==> src/rtl/mem_stage.sv <==
// Pipeline MEM stage: passes ALU results through in one cycle and runs loads and
// stores as a single outstanding data-memory request, stalling upstream until done.
module mem_stage #(
    parameter int unsigned TIMEOUT_MAX = 255
) (
    input  logic        clk,
    input  logic        rst,
    input  logic        valid_in,
    input  logic [31:0] pc_in,
    input  logic [31:0] alu_res_in,
    input  logic [31:0] opb_in,
    input  logic [7:0]  ctrl_in,
    input  logic [4:0]  regw_addr_in,
    input  logic        wb_wen_in,
    output logic        dm_req,
    output logic        dm_we,
    output logic [31:0] dm_addr,
    output logic [31:0] dm_wdata,
    input  logic        dm_ack,
    input  logic [31:0] dm_rdata,
    output logic        stall_out,
    output logic        valid_out,
    output logic [31:0] pc_out,
    output logic [31:0] wb_data_out,
    output logic [4:0]  regw_addr_out,
    output logic        wb_wen_out,
    output logic [7:0]  ctrl_out,
    output logic        misalign_out,
    output logic        timeout_out
);

    typedef enum logic [1:0] {
        IDLE = 2'b00,
        REQ  = 2'b01,
        DONE = 2'b10
    } state_t;

    localparam logic [7:0] TMAX = 8'(TIMEOUT_MAX);

    state_t      state;
    state_t      state_nxt;
    logic        stall_c;
    logic        mem_op;
    logic        aligned;
    logic        ack_hit;
    logic        tout_hit;
    logic [7:0]  wait_cnt;
    logic [31:0] rdata_q;

    assign mem_op  = valid_in & (ctrl_in[0] | ctrl_in[1]);
    assign aligned = (alu_res_in[1:0] == 2'b00);
    assign ack_hit = (state == REQ) & dm_ack;
    // An ack in the timeout cycle wins, so the timeout only fires without one.
    assign tout_hit = (state == REQ) & ~dm_ack &
                      (({1'b0, wait_cnt} + 9'd1) >= {1'b0, TMAX});

    // NOTE: every signal driven here gets a default first, so no path can infer a latch.
    always_comb begin
        state_nxt = state;
        stall_c   = 1'b0;
        case (state)
            IDLE: begin
                if (mem_op && aligned) begin
                    state_nxt = REQ;
                    stall_c   = 1'b1;
                end
            end
            REQ: begin
                stall_c = 1'b1;
                if (ack_hit || tout_hit) state_nxt = DONE;
            end
            DONE:    state_nxt = IDLE;
            default: state_nxt = IDLE;
        endcase
    end

    // Stall must read low while reset is held, even if upstream presents a mem op.
    assign stall_out = stall_c & rst;

    // NOTE: sequential state uses non-blocking assignments only, so every flop samples pre-edge values.
    always_ff @(posedge clk or negedge rst) begin
        if (!rst) state <= IDLE;
        else      state <= state_nxt;
    end

    // NOTE: the rdata holding register and the wait counter are plain flops, so they are reset like any output.
    always_ff @(posedge clk or negedge rst) begin
        if (!rst) begin
            dm_req        <= 1'b0;
            dm_we         <= 1'b0;
            dm_addr       <= '0;
            dm_wdata      <= '0;
            valid_out     <= 1'b0;
            pc_out        <= '0;
            wb_data_out   <= '0;
            regw_addr_out <= '0;
            wb_wen_out    <= 1'b0;
            ctrl_out      <= '0;
            misalign_out  <= 1'b0;
            timeout_out   <= 1'b0;
            wait_cnt      <= '0;
            rdata_q       <= '0;
        end else begin
            misalign_out <= 1'b0;
            timeout_out  <= 1'b0;
            case (state)
                IDLE: begin
                    if (mem_op && aligned) begin
                        dm_req    <= 1'b1;
                        dm_we     <= ctrl_in[1];
                        dm_addr   <= {alu_res_in[31:2], 2'b00};
                        dm_wdata  <= opb_in;
                        wait_cnt  <= '0;
                        valid_out <= 1'b0;
                    end else begin
                        // Misaligned mem ops flow through without writeback.
                        valid_out     <= valid_in;
                        pc_out        <= pc_in;
                        wb_data_out   <= alu_res_in;
                        regw_addr_out <= regw_addr_in;
                        wb_wen_out    <= wb_wen_in & ~mem_op;
                        ctrl_out      <= ctrl_in;
                        misalign_out  <= mem_op;
                    end
                end
                REQ: begin
                    valid_out <= 1'b0;
                    if (ack_hit) begin
                        rdata_q <= dm_rdata;
                        dm_req  <= 1'b0;
                        dm_we   <= 1'b0;
                    end else begin
                        wait_cnt <= (wait_cnt >= TMAX) ? TMAX : wait_cnt + 8'd1;
                        if (tout_hit) begin
                            dm_req      <= 1'b0;
                            dm_we       <= 1'b0;
                            rdata_q     <= '0;
                            timeout_out <= 1'b1;
                        end
                    end
                end
                DONE: begin
                    // Upstream is still frozen here, so the inputs describe this instruction.
                    valid_out     <= 1'b1;
                    pc_out        <= pc_in;
                    wb_data_out   <= ctrl_in[2] ? rdata_q : alu_res_in;
                    regw_addr_out <= regw_addr_in;
                    wb_wen_out    <= wb_wen_in & ~timeout_out;
                    ctrl_out      <= ctrl_in;
                end
                default: begin
                    valid_out <= 1'b0;
                    dm_req    <= 1'b0;
                    dm_we     <= 1'b0;
                end
            endcase
        end
    end

endmodule

==> config.mk <==
export PLATFORM = sky130hd
export DESIGN_NAME = mem_stage
export DESIGN_NICKNAME = d
export VERILOG_FILES = /design/src/rtl/mem_stage.sv
export SDC_FILE = /design/constraint.sdc
export NUM_CORES = 1
export LEC_CHECK = 0
export CAP_MARGIN = 20
export CORE_AREA = 2 2 133 135
export CTS_CLUSTER_DIAMETER = 100
export DETAILED_ROUTE_END_ITERATION = 8
export DIE_AREA = 0 0 135 137
export PLACE_DENSITY = 0.86
export SYNTH_ARGS = -nofsm -noshare
export SYNTH_HDL_FRONTEND = slang
export SYNTH_SLANG_ARGS = --single-unit
==> constraint.sdc <==
create_clock -name clk -period 4.55 [get_ports clk]
set_input_delay 1.365 -clock clk [delete_from_list [all_inputs] [get_ports clk]]
set_output_delay 1.365 -clock clk [all_outputs]
set_load 0.01 [all_outputs]
# Word-level counts from Yosys, hierarchy flattened
# Cells that the tools add are included.
[classes]
n_addsub = 2
multipliers = 0
div_mod_pow = 0
magnitude_cmp = 2
eq_ne = 7
n_shift = 0
n_mux = 35
n_bitwise = 12
reduce_logical = 13
[op_table]
columns = ["op", "count"]
rows = [
  ["2-to-1 mux 32 bit", 5],
  ["one-hot mux 32 bit (2 select lines)", 2],
  ["2-to-1 mux 8 bit", 4],
  ["one-hot mux 8 bit (2 select lines)", 2],
  ["2-to-1 mux 1 bit", 12],
  ["one-hot mux 5 bit (2 select lines)", 1],
  ["adder 8 x 1 -> 9 bit (second input constant)", 1],
  [">= comparator 9 x 8 -> 1 bit (second input constant)", 1],
  ["adder 8 x 1 -> 8 bit (second input constant)", 1],
  [">= comparator 8 bit (second input constant)", 1],
  ["AND reduction 2 bit", 4],
  ["bitwise AND 1 bit", 7],
  ["inequality test 2 bit (second input constant)", 3],
  ["one-hot mux 1 bit (2 select lines)", 3],
  ["one-hot mux 1 bit (3 select lines)", 2],
  ["AND reduction 3 bit", 2],
  ["nonzero test 2 bit", 3],
  ["2-to-1 mux 5 bit", 1],
  ["zero test 2 bit", 2],
  ["2-to-1 mux 2 bit", 2],
  ["NOT 1 bit", 4],
  ["one-hot mux 2 bit (2 select lines)", 1],
  ["inequality test 3 bit (second input constant)", 1],
  ["equality test 2 x 1 -> 1 bit (second input constant)", 1],
  ["5 further kinds", 5],
]
[totals]
register_bits = 187
latchBits = 0
ramBits = 0
rom_bits = 0
in_bits = 146
word_cells = 86
n_memories = 0

# Logic depth before layout (Yosys ltp)
# Gate-level depths: netlist of the first run.
[depth]
depth_word = 6
ltp_mapped = 8
ltp_nobuf = 7

# Least setup slack after synthesis of the first run
# No wires, ideal clock.
[synth_path]
path_type = "input -> output"
startpoint = "input port alu_res_in[1]"
endpoint = "output port stall_out"
arrival_time_ns = 1.898
required_time_ns = 3.185
setup_slack_ns = 1.287
path_stages = 3
cell_sequence = "nor2_1 -> a21oi_1 -> nor3b_1"
[synth_between]
elab_chain_len = 5
[synth_rtl]
columns = ["element", "line", "source"]
rows = [
  ["start: declaration", "10", "input logic [31:0] alu_res_in,"],
  ["zero test 2 bit", "51", "assign aligned = (alu_res_in[1:0] == 2'b00);"],
  ["logical AND 1 bit", "63", "if (mem_op && aligned) begin"],
  ["2-to-1 mux 1 bit", "63", ""],
  ["one-hot mux 1 bit (2 select lines)", "61", "case (state)"],
  ["bitwise AND 1 bit", "78", "assign stall_out = stall_c & rst;"],
  ["end: declaration", "21", "output logic stall_out,"],
]
# Every way passes these cells.

# Worst setup path in the final report of the first run
[layout_path]
startpoint = "input port ctrl_in[1]"
endpoint = "output port stall_out"
[layout_between]
elab_chain_len = 6
[layout_rtl]
columns = ["element", "line", "source"]
rows = [
  ["start: declaration", "12", "input logic [7:0] ctrl_in,"],
  ["OR 1 bit", "50", "assign mem_op = valid_in & (ctrl_in[0] | ctrl_in[1]);"],
  ["bitwise AND 1 bit", "50", ""],
  ["logical AND 1 bit", "63", ""],
  ["2-to-1 mux 1 bit", "63", ""],
  ["one-hot mux 1 bit (2 select lines)", "61", ""],
  ["bitwise AND 1 bit", "78", ""],
]
# Every way passes these cells.

==> results of run 1 <==
==> power breakdown <==
part	leakage (nW)	internal, mW	switching, mW
clock network	0.275	0.813	0.652
logic	2.66	0.710	0.502
registers	2.28	1.99	0.196
==> state kept, by name, indices dropped and copies added, names as in the netlist, 2 cells and up <==
name / count
ctrl_out: 8
dm_wdata: 32
state: 2
wb_data_out: 32
regw_addr_out: 5
dm_addr: 30
pc_out: 32
rdata_q: 32
wait_cnt: 8
==> cells by family after synthesis <==
kind of cell / after synthesis / share of synthesized area, %
buffers and inverters: 47 / 2.982
DFF: 187 / 63.02
xor gates and xnor gates: 2 / 0.2359
other: 1 / 0.05050
AOI/OAI and AO/OA: 91 / 8.509
adders and majority gates: 2 / 0.3369
muxes: 78 / 11.27
and+or+nand+nor: 253 / 13.60
==> per-layer routing <==
layer	global-route usage, %	part of all wire [%]	routed length (µm)	up-vias
met1	27.37	40	8380	2902
met5	0	0	0	-
met2	38.32	49	10250	240
li1	-	-	-	2775
met3	6.519	8.5	1763	25
met4	7.234	1.5	319	0
==> placed cells by master (no fill, tap or decap), types with 2 or more instances in the layout <==
master and instances:
buf_4 15, o21ai_0 3, clkdlybuf4s50_1 290, clkbuf_16 17
dfrtp_1 187, nor2b_1 3, o21a_1 3, clkinv_4 2
conb_1 2, mux2i_1 33, nand2_1 189, ha_1 2
a31oi_1 3, inv_6 3, xnor2_1 2, a21oi_1 42
clkinv_2 2, nor3_1 2, a22o_1 32, inv_1 6
bufinv_16 2, a311oi_1 2, mux2_2 45, nand2b_1 3
clkinvlp_4 2, nor2_1 43
==> final cells by class <==
class	instances	area [µm²]	share of cell area, %
inverter	6	22.52	0.2023
timing repair buffer	306	3029	27.21
multi-input combinational	428	2549	22.90
sequential	187	4679	42.04
clock buffer	18	429.2	3.856
clock inverter	12	140.1	1.259
tap	225	281.5	2.529
==> worst min path at each step <==
stage	startpoint	to	slack, ns	cells after the start
floorplan	rdata_q[0]	rdata_q[0]	0.47	1
global placement	dm_addr[20]	dm_addr[20]	0.46	2
detailed placement	dm_addr[22]	dm_addr[22]	0.46	2
CTS	dm_wdata[3]	dm_wdata[3]	0.48	2
global route	dm_wdata[6]	dm_wdata[6]	0.50	2
finish	dm_wdata[8]	dm_wdata[8]	0.47	2
==> worst max-delay path, cell delays in order <==
cell and delay (ns):
clkdlybuf4s50_1 0.52, o21a_1 0.15, a21oi_1 0.10, nor3b_1 0.20, clkdlybuf4s50_1 0.58
==> summary.md, run 1 <==
| Metric | Value |
|---|---|
| Clock skew | `0.01000 ns` |
| Die Wd | `135 µm` |
| DR WL/cell | `roughly 18 µm` |
| R2r startpoint | `wait_cnt[0]` |
| Mapped cell area | `roughly 7400 µm²` |
| DR pass1 iterations | `4` |
| ANT cells | `0` |
| Hold slack | `0.4747 ns` |
| Share of cells above drive strength 1 | `about a tenth` |
| Fin area | `~11000 µm²` |
| Iteration-0 DRC Markers | `277` |
| Via count | `5942` |
| CTS root buf | `clkbuf_16` |
| Largest net degree at the start of global routing | `67` |
| End of the critical path | `stall_out` |
| Die Span Y | `~140 µm` |
| Clock Sinks | `187` |
| Fin util | `about two thirds` |
| Core Area | `17060 µm²` |
| Fmax achieved | `0.2331 GHz` |
| VDD IR max | `roughly 0.25 mV` |
| Most frequent cell after synthesis | `nand2_1` |
| CTS buffer count | `17` |
| I/O pins | `a little under 300` |
| Pre-CTS WS | `around 0.24 ns` |
| Final period util | `94.28%` |
| Post-DRT Antenna Nets | `0` |
| Reg2Reg Setup Slack | `2.05 ns` |
| CP max FO | `3` |
| Power Total | `~5 mW` |
| Post-CTS resize count | `0` |
| CTS tree | `yes` |
| Minimum clock period after layout | `about 4.3 ns` |
| Nets@finish | `about 1100` |
| Status | `complete, no violations` |
| Vias per cell | `between 5 and 6` |
| Synth Warn # | `0` |
| Min-Delay Path Class | `reg2reg` |
| Final Hold Fails | `0` |
| CP Data Arrival Time | `about 2.9 ns` |
| Setup TNS | `0 ns` |
| Count of cell types in the netlist | `40` |
| Wirelength, routed | `20710 µm` |
| Sequential area share after synthesis | `between 60% and 70%` |
| Leakage | `roughly 5.2 nW` |
| Synth area leaders | `dfrtp_1, nand2_1, mux2_2` |
| Fin. max-slew vios | `0` |
| # fillers | `1325` |
| Worst-margin pin slew | `a little under 1 ns` |
| Yosys reg bits | `~190` |
| Post-synth EDFFs | `0` |
| Site row count | `48` |
| DR DRC count | `0` |
| Slew headroom | `between 30% and 40%` |
| H-tree depth | `4` |
| Final cell count without fillers | `between 1000 and 1500` |
| Cts hold-fix bufs | `0` |
| Worst EP required | `about 3.2 ns` |
| Post-CTS setup buffer count | `0` |
| Worst Setup Path Type | `in2out` |
| Global route overflow | `0` |
| Vias in the first global route | `~6100` |
| Die footprint | `between 15000 and 20000 µm²` |
| Depth of the most critical reg-to-reg path | `6` |
| Asr flop ratio synth | `100.0%` |
| Clock latency on the worst-skew pair | `~0.42 ns` |
| Port Buffers | `291` |
| Initial Util | `a little over two fifths` |
| Gpl congestion | `between 0.8 and 0.9` |
| CP startpoint kind | `input pin` |
| Worst Setup End Kind | `output port` |
| Reg2reg end | `rdata_q[29]` |
| Placed Area | `approximately 11000 µm²` |
| First-pass GRT wire length | `approximately 32000 µm` |
| Placed cells | `around 1200` |
| Setup Viol. Count Final | `0` |
| Synth top area share | `between 60 and 70%` |
| Final Worst Setup Slack | `0.2601 ns` |
| Detailed placer's ending HPWL | `~15000 µm` |
| Mean Syn Cell Area | `between 10 and 15 µm²` |
| Antenna violations before repair | `0` |
| Prevailing post-synth register cell | `dfrtp_1` |
| Synth area leader | `dfrtp_1` |
| Clk buf depth | `2` |
| PwrDens | `around 440 nW/µm²` |
| Mapped Cells | `between 600 and 700` |
| Max_cap viols | `0` |
| RSZ-0062 raised after global routing | `no` |
| Area Growth Syn to Fin | `49.89%` |
| Top cells by count, synth | `nand2_1, dfrtp_1, mux2_2` |
| Clk slew on worst S/H paths | `roughly 0.060 ns` |
| Setup crit start | `ctrl_in[1]` |
| Total Routing Usage GR | `between 20% and 30%` |
No activity file was read; power rests on OpenSTA's default activity.
==> run 2: changes to the inputs <==
Settings changed: CORE_AREA 2 2 133 135 to 3 3 134 136, DIE_AREA 0 0 135 137 to 0 0 137 139.
Clock period 4.55 ns to 5.5 ns, I/O delays scaled along.
==> run 2 against run 1 <==
- clock skew about the same
- total power shrank 18%
- clock-buffer cell count is the same
- combinational power down 17%
- register-to-register slack better by 0.97 ns
- critical path depth unchanged
- critical endpoint unchanged
- highest routed layer is now met5
==> summary.md, run 2 (synthesis results as in run 1) <==
| Metric | Value |
|---|---|
| Met3 Usage GRT | `6.967%` |
| CP max FO | `5` |
| H-tree depth | `4` |
| Minimum clock period after layout | `around 5.0 ns` |
| Hold path depth | `2` |
| CP Cell Sequence | `clkdlybuf4s50_1 -> nor2_1 -> a21oi_1 -> nor3b_1 -> clkdlybuf4s50_1` |
| Fmax achieved | `between 0.2 and 0.25 GHz` |
| I/O pins | `approximately 290` |
| Fin. max-slew vios | `0` |
| Cts hold-fix bufs | `0` |
| Slew headroom | `a little over a third` |
| Depth of the most critical reg-to-reg path | `6` |
| Post-DRT Antenna Nets | `0` |
| Commonest non-fill, non-tap cell in the layout | `clkdlybuf4s50_1` |
| RSZ-0062 raised after global routing | `no` |
| Most frequent cells in the layout | `clkdlybuf4s50_1, nand2_1, dfrtp_1, mux2_2, nor2_1` |
| Clock latency on the worst-skew pair | `~0.43 ns` |
| Worst Setup End Kind | `output port` |
| Antenna violations before repair | `1` |
| CTS tree | `yes` |
| Core Area | `17060 µm²` |
| Wirelength, routed | `21160 µm` |
| R2r startpoint | `wait_cnt[0]` |
| Worst path max stage delay | `between 0.5 and 0.6 ns` |
| Site row count | `48` |
| GRT busiest layer | `met2` |
| Met2 GRT Util | `36.90%` |
| Final period util | `around 91%` |
| Final Hold Fails | `0` |
| Max_cap viols | `0` |
| P_sw | `approximately 1.1 mW` |
| Clk buf depth | `2` |
| Most common cell on crit path | `clkdlybuf4s50_1` |
| Die Span Y | `139 µm` |
| DR WL/cell | `17.94 µm` |
| Status | `complete, no violations` |
| CTS root buf | `clkbuf_16` |
| CP Data Arrival Time | `about 3.3 ns` |
| DR pass1 iterations | `4` |
| First-pass GRT wire length | `33150 µm` |
| Iteration-0 DRC Markers | `between 200 and 300` |
| Setup Viol. Count Final | `0` |
| Initial Util | `43.54%` |
| Hold EP | `dm_wdata[31]` |
| WP buf/inv | `2` |
| Switching share of power | `approximately 28%` |
| Global route overflow | `0` |
| Placed Area | `about 11000 µm²` |
| CTS buffer count | `17` |
| Area Growth Syn to Fin | `49.50%` |
| Nets@finish | `around 1100` |
| Die Wd | `roughly 140 µm` |
| Vias per cell | `5.039` |
| # fillers | `roughly 1300` |
| Min-Delay Path Class | `reg2reg` |
| Met1 GRT Util | `between 20 and 30%` |
| DR DRC count | `0` |
| Reg2reg end | `rdata_q[19]` |
| Worst-margin pin slew | `between 0.9 and 1 ns` |
| Post-CTS resize count | `0` |
| Post-CTS setup buffer count | `0` |
| Clock network power share | `between 20 and 30%` |
| Gpl congestion | `slightly above 0.8` |
| Slowest CP cell | `clkdlybuf4s50_1` |
| Clk slew on worst S/H paths | `0.07 ns` |
| Detailed placer's ending HPWL | `roughly 15000 µm` |
| Die footprint | `between 15000 and 20000 µm²` |
| Fin area | `about 11000 µm²` |
| Clock Sinks | `around 190` |
| Worst EP required | `3.85 ns` |
| Vias in the first global route | `6162` |
| Share of cells above drive strength 1 | `10.06%` |
| Setup TNS | `0 ns` |
| Combinational Power Share | `~25%` |
| Fin util | `65.09%` |
| Largest net degree at the start of global routing | `70` |
| Port Buffers | `slightly below 300` |
| PwrDens | `~360 nW/µm²` |
| Clock skew | `0.01038 ns` |
| Cell Int Power | `2.867 mW` |
| Sequential cell fraction of total power | `a little under half` |
| Via count | `5941` |
| Total Routing Usage GR | `between 20 and 25%` |
| ANT cells | `0` |
| Hold slack | `approximately 0.47 ns` |
| Hold_sp | `dm_wdata[31]` |
| Top delay family on crit path | `buffers and inverters` |
| VDD IR max | `roughly 0.22 mV` |
| Worst Setup Path Type | `in2out` |
| Reg2Reg Setup Slack | `3.02 ns` |
| Leakage | `between 5 and 6 nW` |
| CP startpoint kind | `input pin` |
run 2: cell types whose count changed in the layout (fill, tap and decap cells not counted):
cell	before	now
inv_6	3	4
clkinvlp_4	2	4
clkinv_4	2	1
inv_8	1	2
buf_12	0	1
buf_4	15	9
bufinv_16	2	1
run 2: worst reg2reg max path: stages, from the launching register on:
cell	delay [ns]
dfrtp_1	0.43
ha_1	0.28
nand3_2	0.13
o21ai_0	0.35
a2111oi_4	0.16
o21ai_4	0.80
a22o_1	0.28
run 2: final cells by class:
cell class / instances / area, µm² / share of cell area (%)
sequential: 187 / 4679 / 42.15
tap: 225 / 281.5 / 2.536
timing repair buffer: 301 / 3004 / 27.06
clock inverter: 14 / 136.4 / 1.228
inverter: 6 / 22.52 / 0.2029
multi-input combinational: 428 / 2549 / 22.96
clock buffer: 18 / 429.2 / 3.866
run 2: per-layer routing:
metal,routed length (µm),share of wire [%]
met1,8462,40
met2,10290,49
met3,1874,8.9
met4,514,2.4
met5,14,0.066
run 2: how the worst max path moves through the flow:
stage                        from  cells past startpoint  slack (ns)        end
global placement    alu_res_in[1]                      5        0.52  stall_out
detailed placement  alu_res_in[1]                      5        0.49  stall_out
floorplan           alu_res_in[1]                      3        1.67  stall_out
CTS                 alu_res_in[1]                      5        0.48  stall_out
global route        alu_res_in[1]                      5        0.44  stall_out
finish              alu_res_in[1]                      5        0.52  stall_out
run 2: power groups by stage:
stage	Combinational [mW]	Clock, mW	Sequential, mW
after floorplan	0.320	0	1.89
after global placement	0.985	0	1.82
after detailed placement	1.02	0	1.83
after CTS	1.02	1.22	1.81
after global routing	1.09	1.28	1.85
final	1.00	1.19	1.81
run 2: per-stage QoR:
stage | power, mW | cells | setup WS (ns)
6_report | 4.009 | 1179 | 0.5223
5_1_grt | 4.214 | 1179 | 0.4426
4_1_cts | 4.055 | 1179 | 0.4771
3_5_place_dp | 2.847 | 1147 | 0.4939
3_3_place_gp | 2.808 | 1146 | 0.5195
2_1_floorplan | 2.215 | 662 | 1.667
==> run 3: changes to the inputs <==
Settings changed: CAP_MARGIN 20 to default.
==> run 3 against run 2 <==
- die area unchanged
- sequential share of layout area grew 0.076 points
- setup slack worse by 0.0076 ns
- critical path depth unchanged
- clock skew grew 0.0024 ns
- final cell count is essentially flat
- worst hold slack better by 0.00061 ns
- via count about the same
- non-clock buffer count fell by 1
- combinational power about the same
- global-route usage up 0.065 points
- sequential cell count unchanged
- highest routed layer unchanged
==> summary.md, run 3 (synthesis results as in run 1) <==
| Metric | Value |
|---|---|
| Post-DRT Antenna Nets | `0` |
| Worst Setup Path Type | `in2out` |
| Slowest CP cell | `clkdlybuf4s50_1` |
| CTS tree | `yes` |
| Clk slew on worst S/H paths | `~0.06 ns` |
| Hold path depth | `2` |
| ANT cells | `0` |
| Commonest non-fill, non-tap cell in the layout | `clkdlybuf4s50_1` |
| Clock Sinks | `between 150 and 200` |
| DR DRC count | `0` |
| Via count | `approximately 5900` |
| DR WL/cell | `around 18 µm` |
| Area Growth Syn to Fin | `49.23%` |
| Die footprint | `~19000 µm²` |
| Site row count | `48` |
| CP Cell Sequence | `clkdlybuf4s50_1 -> nor2_1 -> a21oi_1 -> nor3b_1 -> clkdlybuf4s50_1` |
| WP buf/inv | `2` |
| # fillers | `between 1000 and 1500` |
| Most frequent cells in the layout | `clkdlybuf4s50_1, nand2_1, dfrtp_1, mux2_2, nor2_1` |
| Final cell count without fillers | `around 1200` |
| Core Area | `~17000 µm²` |
| I/O pins | `294` |
| Share of cells above drive strength 1 | `under 10%` |
| Slew headroom | `between 20% and 30%` |
| Cts hold-fix bufs | `0` |
| Detailed placer's ending HPWL | `about 15000 µm` |
| Leakage | `5.176 nW` |
| Min-Delay Path Class | `reg2reg` |
| Gpl congestion | `0.8274` |
| Setup Viol. Count Final | `0` |
| Max_cap viols | `0` |
| Worst Setup End Kind | `output port` |
| Port Buffers | `291` |
| Clk buf depth | `2` |
| Minimum clock period after layout | `roughly 5 ns` |
| Post-CTS resize count | `0` |
| Final Hold Fails | `0` |
| CP startpoint kind | `input pin` |
| Worst path max stage delay | `roughly 0.57 ns` |
| DR pass1 iterations | `4` |
| Vias in the first global route | `6153` |
| VDD IR max | `0.2014 mV` |
| Depth of the most critical reg-to-reg path | `6` |
| Largest net degree at the start of global routing | `70` |
| Worst EP required | `3.85 ns` |
| Wirelength, routed | `around 21000 µm` |
| CTS buffer count | `17` |
| Global route overflow | `0` |
| Post-CTS setup buffer count | `0` |
| PwrDens | `about 360 nW/µm²` |
| Worst-margin pin slew | `1.080 ns` |
| Cell depth of the worst setup path | `5` |
| Most common cell on crit path | `clkdlybuf4s50_1` |
| Antenna violations before repair | `1` |
| Setup TNS | `0 ns` |
| Top delay family on crit path | `buffers and inverters` |
| Fmax achieved | `~0.20 GHz` |
| Placed cells | `~1100` |
| CTS root buf | `clkbuf_16` |
| Total Routing Usage GR | `roughly 22%` |
| Fin. max-slew vios | `0` |
| Nets@finish | `about 1100` |
| Iteration-0 DRC Markers | `between 200 and 250` |
| Die Span Y | `about 140 µm` |
| First-pass GRT wire length | `around 33000 µm` |
| H-tree depth | `4` |
| Final period util | `~91%` |
| Vias per cell | `approximately 5.0` |
| CP Data Arrival Time | `approximately 3.3 ns` |
| Initial Util | `between 40% and 50%` |
| RSZ-0062 raised after global routing | `no` |
| Clock latency on the worst-skew pair | `0.43 ns` |
| CP max FO | `5` |
| Status | `complete, no violations` |
| Die Wd | `between 100 and 150 µm` |
| Clock skew | `between 0.01 and 0.015 ns` |
run 3: cell types whose count changed in the layout (fill, tap and decap cells not counted):
cell      change
inv_6         -1
buf_12        -1
clkinv_4      +1
run 3: metal layers:
metal	routed length (µm)	up-vias	share of wire, %	global-route usage (%)
met4	505	2	2.4	7.668
met2	10170	222	48	36.23
li1	-	2764	-	-
met1	8691	2914	41	28.62
met3	1803	38	8.5	7.112
met5	11	-	0.052	0
run 3: report_power, final:
group	total (mW)	internal [mW]	switching, mW
registers	1.81	1.65	0.167
logic	1.00	0.585	0.418
clock network	1.19	0.635	0.555
total	4.01	2.87	1.14
run 3: per-stage QoR:
stage	instance area, µm²	hold WS, ns	total power [mW]	utilization (%)	setup WS (ns)
4_1_cts	11080	0.4806	4.047	64.97	0.4750
2_1_floorplan	7430	0.4652	2.215	-	1.667
5_1_grt	11080	0.5047	4.215	64.97	0.3726
6_report	11080	0.4739	4.006	64.97	0.5147
3_5_place_dp	10520	0.4621	2.848	61.66	0.4829
3_3_place_gp	10520	0.4573	2.808	61.66	0.5195
run 3: layout make-up:
type	instances	area (µm²)	area share [%]
clock inverters	14	136.4	1.231
repair buffers	300	2984	26.93
multi-input cells	428	2549	23.00
flip-flops and latches	187	4679	42.23
well taps	225	281.5	2.540
inverters	6	22.52	0.2032
clock buffers	18	429.2	3.873
run 3: worst min-delay path, cell delays in order (launching register included):
cell and delay, ns:
dfrtp_1 0.34, nand2_1 0.05, nand2_1 0.05
run 3: worst paths after layout:
path,start,end,slack [ns]
worst max register to register,wait_cnt[0],rdata_q[19],2.99
max in group asynchronous,rst,dm_addr[11],1.87
worst min-delay path,dm_addr[11],dm_addr[11],0.47
worst min register to register,dm_addr[11],dm_addr[11],0.47
min in group asynchronous,rst,rdata_q[26],1.41
worst max-delay path,alu_res_in[1],stall_out,0.51
